**src/rtl/dcache_pkg.sv**
```systemverilog
// Shared dcache definitions: line geometry and the writeback FSM state encoding.
// Also imported by the miss/refill controller.
package dcache_pkg;

  localparam int NUM_BANKS  = 8;
  localparam int BEAT_IDX_W = 3;
  localparam int LINE_OFF_W = 6;

  typedef enum logic [2:0] {
    IDLE,
    READ,
    CAPTURE,
    SEND,
    WAIT_ACK
  } wb_state_e;

endpackage

```
**src/rtl/dcache_writeback_unit.sv**
```systemverilog
// Victim-line writeback: one wide read of the chosen way, then an 8-beat
// valid/ready burst to memory, then wait for the write ack and pulse done.
module dcache_writeback_unit
  import dcache_pkg::*;
#(
  parameter int DATA_WIDTH  = 64,
  parameter int ADDR_WIDTH  = 9,
  parameter int PADDR_WIDTH = 32
) (
  input  logic                                 clock,
  input  logic                                 reset_n,
  input  logic                                 wb_req_valid,
  output logic                                 wb_req_ready,
  input  logic [ADDR_WIDTH-1:0]                wb_req_set,
  input  logic                                 wb_req_way,
  input  logic [PADDR_WIDTH-1:0]               wb_req_paddr,
  output logic [NUM_BANKS-1:0]                 ce_way0,
  output logic [NUM_BANKS-1:0]                 ce_way1,
  output logic [ADDR_WIDTH-1:0]                readwayaddr_way0,
  output logic [ADDR_WIDTH-1:0]                readwayaddr_way1,
  input  logic [NUM_BANKS-1:0][DATA_WIDTH-1:0] dout_way0,
  input  logic [NUM_BANKS-1:0][DATA_WIDTH-1:0] dout_way1,
  output logic                                 mem_wr_valid,
  input  logic                                 mem_wr_ready,
  output logic [PADDR_WIDTH-1:0]               mem_wr_addr,
  output logic [DATA_WIDTH-1:0]                mem_wr_data,
  output logic [BEAT_IDX_W-1:0]                mem_wr_beat,
  output logic                                 mem_wr_last,
  input  logic                                 mem_wr_ack,
  output logic                                 wb_done,
  output logic                                 wb_busy
);

  localparam logic [BEAT_IDX_W-1:0] LAST_BEAT = BEAT_IDX_W'(NUM_BANKS - 1);

  wb_state_e                             state_q, state_d;
  logic [ADDR_WIDTH-1:0]                 set_q, set_d;
  logic                                  way_q, way_d;
  logic [PADDR_WIDTH-1:0]                addr_q, addr_d;
  logic [BEAT_IDX_W-1:0]                 beat_q, beat_d;
  logic [NUM_BANKS-1:0][DATA_WIDTH-1:0]  line_q, line_d;
  logic                                  done_q, done_d;

  // Offset bits of the victim address never reach memory; the burst is line aligned.
  logic unused_paddr_off;
  assign unused_paddr_off = ^wb_req_paddr[LINE_OFF_W-1:0];

  always_ff @(posedge clock or negedge reset_n) begin
    if (!reset_n) begin
      state_q <= IDLE;
      set_q   <= '0;
      way_q   <= 1'b0;
      addr_q  <= '0;
      beat_q  <= '0;
      line_q  <= '0;
      done_q  <= 1'b0;
    end else begin
      state_q <= state_d;
      set_q   <= set_d;
      way_q   <= way_d;
      addr_q  <= addr_d;
      beat_q  <= beat_d;
      line_q  <= line_d;
      done_q  <= done_d;
    end
  end

  always_comb begin
    state_d = state_q;
    set_d   = set_q;
    way_d   = way_q;
    addr_d  = addr_q;
    beat_d  = beat_q;
    line_d  = line_q;
    done_d  = 1'b0;
    case (state_q)
      IDLE: begin
        if (wb_req_valid) begin
          set_d   = wb_req_set;
          way_d   = wb_req_way;
          addr_d  = {wb_req_paddr[PADDR_WIDTH-1:LINE_OFF_W], {LINE_OFF_W{1'b0}}};
          state_d = READ;
        end
      end
      READ: state_d = CAPTURE;
      CAPTURE: begin
        // Array data is valid the cycle after the bank enables.
        line_d  = way_q ? dout_way1 : dout_way0;
        beat_d  = '0;
        state_d = SEND;
      end
      SEND: begin
        if (mem_wr_ready) begin
          if (beat_q == LAST_BEAT) begin
            state_d = WAIT_ACK;
          end else begin
            beat_d = beat_q + 1'b1;
          end
        end
      end
      WAIT_ACK: begin
        if (mem_wr_ack) begin
          done_d  = 1'b1;
          state_d = IDLE;
        end
      end
      default: state_d = IDLE;
    endcase
  end

  always_comb begin
    ce_way0          = '0;
    ce_way1          = '0;
    readwayaddr_way0 = '0;
    readwayaddr_way1 = '0;
    if (state_q == READ) begin
      if (way_q) begin
        ce_way1          = '1;
        readwayaddr_way1 = set_q;
      end else begin
        ce_way0          = '1;
        readwayaddr_way0 = set_q;
      end
    end
  end

  assign wb_req_ready = (state_q == IDLE);
  assign wb_busy      = (state_q != IDLE);
  assign mem_wr_valid = (state_q == SEND);
  assign mem_wr_last  = (state_q == SEND) && (beat_q == LAST_BEAT);
  assign mem_wr_addr  = addr_q;
  assign mem_wr_data  = line_q[beat_q];
  assign mem_wr_beat  = beat_q;
  assign wb_done      = done_q;

endmodule

```
**config.mk**
```make
export PLATFORM = sky130hd
export DESIGN_NAME = dcache_writeback_unit
export DESIGN_NICKNAME = d
export VERILOG_FILES = /design/src/rtl/dcache_pkg.sv /design/src/rtl/dcache_writeback_unit.sv
export SDC_FILE = /design/constraint.sdc
export NUM_CORES = 1
export LEC_CHECK = 0
export CORE_AREA = 3 3 469 471
export DETAILED_ROUTE_END_ITERATION = 10
export DIE_AREA = 0 0 472 474
export PLACE_DENSITY = 0.4
export SETUP_SLACK_MARGIN = 0.15
export SLEW_MARGIN = 20
export SYNTH_ARGS = -nofsm -noshare
export SYNTH_HDL_FRONTEND = slang
export SYNTH_SLANG_ARGS = --single-unit
```
**constraint.sdc**
```tcl
create_clock -name clock -period 2.6 [get_ports clock]
set_input_delay 0.52 -clock clock [delete_from_list [all_inputs] [get_ports clock]]
set_output_delay 0.52 -clock clock [all_outputs]
set_load 0.005 [all_outputs]
```
==> qor.yml, run 1 <==
synthesis:
  syn_area_mm2: 0.0291
  post_synth_inst_count: 2601
  ys_types: 28
  ys_seq_area_frac: 0.477
  synthesis.yosys.warnings: 0
  ys_seq_elements: 555
  syn_avg_cell_area_um2: 11.2
die:
  fp-row-count: 171
  floorplan.initialDensity: 0.134
  fp.dieH_um: 474
  dieWidth_um: 472
  core_area_mm2: 0.217
  area_of_the_die_mm2: 0.224
  ioPinCount: 1209
global_route:
  globalRoute.busiestLayer: "met2"
  globalRouteOverflowTotal: 0
  antenna_found_initial: 147
  grt_first_pass_wirelength_um: 245000
  groute.layer.met2.usage: 0.266
  first_global_vias: 26900
  globalRouteMet3Util: 0.0607
  grt_max_degree: 90
  gr-usage-all-layers: 0.162
  met1_routing_resource_usage_after_global_routing: 0.202
layout:
  final_layout_size_suffix_gt1_frac: 0.200
  net_total_in_the_final_layout: 5034
  register_area_mm2: 0.0139
  layout-area-overhead-vs-synth_pct: 72.6
  final_util: 0.232
  multi_input_comb_area_mm2: 0.0143
  fillerInstances: 23500
power_and_ir_drop:
  seq_power_share: 0.283
  combPwrFrac: 0.515
  pwr_density_cell_mw_per_mm2: 1060
  power.switching_uw: 19500
  clock_power_share: 0.201
  cellLeakagePower_uw: 0.0187
  worst_ir_drop_vdd_v: 0.000597
  switching_share: 0.367
  total_power_uw: 53100
  cell_internal_power_uw: 33600
drt:
  routed_via_density: 3.83
  drt_pre_antenna_iters: 7
  finalWirelength_um: 189000
  drt-initial-drc-count: 1596
  wl_per_cell_um: 27.4
  drt_drc_violations_left: 0
  ant_nets: 0
  vias: 26400
timing:
  fin_crit_ns: 3.27
  timing.final.max_slew_violations: 0
  worst_hold_slack_after_final_layout_ns: 0.359
  maxSlewHeadroom: 0.598
  rsz0062_at_grt: "yes"
  setup_viol_count_final: 93
  max_freq_mhz: 306
  final.setup_skew_ns: 0.0294
  final_critical_path_setup_slack_ns: -0.669
  final_min_period_over_clock_period: 1.26
  final_hold_viol_count: 0
  worst_tran_pin_value_ns: 0.586
status:
  violations: "setup timing"
  outcome: "finished with violations"
flow_run:
  cap_violations: 0
clocking:
  number_of_buffers_on_the_longest_clock_path: 3
  number_of_buffers_created_by_cts: 73
  ctsHtreeMaxLevel: 3
  cts_tree: "built"
  clk_transition_reported_paths_ns: 0.06
  cts_root_buffer: "clkbuf_16"
  worstSkewPairLatency_ns: 0.67
  numClockSinks: 555
placed_design:
  globalplace.congestion: 0.852
  place.port_buffers: 1196
  post-place-ws_ns: -0.234
  hpwl_um: 156000
setup_path:
  timing.critical_path.required_ns: 2.08
  r2r_setup_slack_ns: 0.22
  crit_type: "flip-flop to output port"
  cp-start-kind: "flip-flop"
  critPathCaptureType: "output port"
  critPathArrivalTime_ns: 2.75
  cp_max_fo: 8
hold_path:
  holdCritPathClass: "input pin to asynchronous set/reset pin"
## cell usage after synthesis
master / n / area (um^2)
mux2i_1: 512 / 5120
buf_2: 184 / 921
nand3b_1: 1 / 7.51
nor2_1: 515 / 1930
nor4b_2: 1 / 15.0
clkbuf_1: 10 / 37.5
nand2_1: 4 / 15.0
inv_1: 3 / 11.3
ha_1: 2 / 25.0
nor3b_1: 1 / 7.51
nor3_1: 1 / 5.00
o22ai_1: 1 / 6.26
a21oi_1: 513 / 2570
mux4_2: 128 / 2880
nand2b_1: 1 / 6.26
mux2_2: 101 / 1140
nor3_2: 1 / 10.0
buf_4: 26 / 195
o21bai_1: 1 / 7.51
a22o_1: 2 / 17.5
buf_1: 3 / 11.3
conb_1: 1 / 3.75
and2_1: 20 / 125
a211o_1: 1 / 8.76
nor4bb_1: 1 / 10.0
dfrtp_1: 555 / 13900
and3_1: 1 / 6.26
buf_6: 11 / 124
## registers in the layout, indices dropped and copies added (netlist names)
name,count
line_q,512
mem_wr_addr,26
mem_wr_beat,3
set_q,9
state_q,3
way_q,1
wb_done,1
## worst paths after layout
| check | cells after the start | start | endpoint |
|---|---|---|---|
| worst min register to register | 1 | mem_wr_addr[10] | mem_wr_addr[10] |
| worst min-delay path | 2 | reset_n | line_q[329] |
| max in group asynchronous | 4 | reset_n | line_q[220] |
| worst max register to register | 10 | mem_wr_beat[0] | mem_wr_beat[0] |
| min in group clock | 3 | dout_way0[405] | line_q[405] |
| worst max-delay path | 7 | mem_wr_beat[0] | mem_wr_data[44] |
## power by group through the flow
stage	logic (uW)	clock network, uW	registers [uW]
floorplan	13600	0	13900
global placement	23400	0	15200
detailed placement	23700	0	15200
CTS	27200	11100	15100
global route	29700	11400	15400
finish	27300	10700	15000
## layer usage
metal,wire (um),vias to the layer above
li1,-,12100
met2,87100,1167
met3,17400,314
met5,553,-
met4,4580,82
met1,79700,12800
## area by class of cell
cell class | count | area share
well taps | 2854 | 0.0711
diodes | 38 | 0.00189
clock inverters | 30 | 0.00730
flip-flops and latches | 555 | 0.277
clock buffers | 104 | 0.0427
repair buffers | 1514 | 0.316
inverters | 3 | 0.000224
multi-input cells | 1814 | 0.284
## critical path, stage by stage (launching register included)
cell     delay, ns
dfrtp_4       0.52
buf_12        0.17
buf_16        0.18
buf_12        0.14
buf_8         0.13
mux4_2        0.41
mux2_4        0.34
buf_6         0.14
## cell families (layout without fill, tap and decap cells)
family | Yosys count | after routing | share of synthesized area
multiplexers | 741 | 741 | 0.314
flip-flops | 555 | 555 | 0.477
AND/OR/NAND/NOR | 547 | 547 | 0.0735
AO/OA/AOI/OAI | 518 | 518 | 0.0896
buffers and inverters | 237 | 1651 | 0.0447
adder cells (fa/ha/maj) | 2 | 2 | 0.000859
other | 1 | 44 | 0.000129
## cell usage in the layout, fill, tap and decap left out, drive strengths merged
| master | n |
|---|---|
| clkdlybuf4s50 | 1090 |
| diode | 38 |
| dfrtp | 555 |
| nor3b | 1 |
| nand3b | 1 |
| mux2 | 101 |
| dlygate4sd2 | 3 |
| nor4b | 1 |
| nand2b | 1 |
| and2 | 20 |
| bufinv | 6 |
| and3 | 1 |
| mux2i | 512 |
| conb | 6 |
| o21bai | 1 |
| nor4bb | 1 |
| buf | 411 |
| a21oi | 513 |
| a22o | 2 |
| bufbuf | 2 |
| inv | 6 |
| mux4 | 128 |
| nor3 | 2 |
| clkinv | 21 |
| ha | 2 |
| o22ai | 1 |
| clkbuf | 110 |
| a211o | 1 |
| nor2 | 515 |
| clkdlybuf4s15 | 1 |
| nand2 | 4 |
| dlygate4sd3 | 1 |
## metrics by stage
step / setup TNS [ns] / cells / cell area, um^2
2_1_floorplan: 0 / 2606 / 29100
3_3_place_gp: -6.75 / 6603 / 45300
3_5_place_dp: -7.24 / 6603 / 45300
4_1_cts: -47.04 / 6848 / 49600
5_1_grt: -49.16 / 6881 / 50200
6_report: -38.60 / 6912 / 50200
## repair_timing
action                     in CTS  in global routing
hold buffers                    1                  0
pin swaps                      10                  3
buffers inserted              102                 25
cloned                          8                  1
gates resized for setup       582                 91
setup endpoints to repair     105                107
hold endpoints to repair       25                  0
Power figures use the tool's default switching activity.
==> run 2: changes to the inputs <==
SLEW_MARGIN = unset   (was 20)
==> results of run 2 <==
The final DEF is identical to that of run 1; final timing and power are the same.
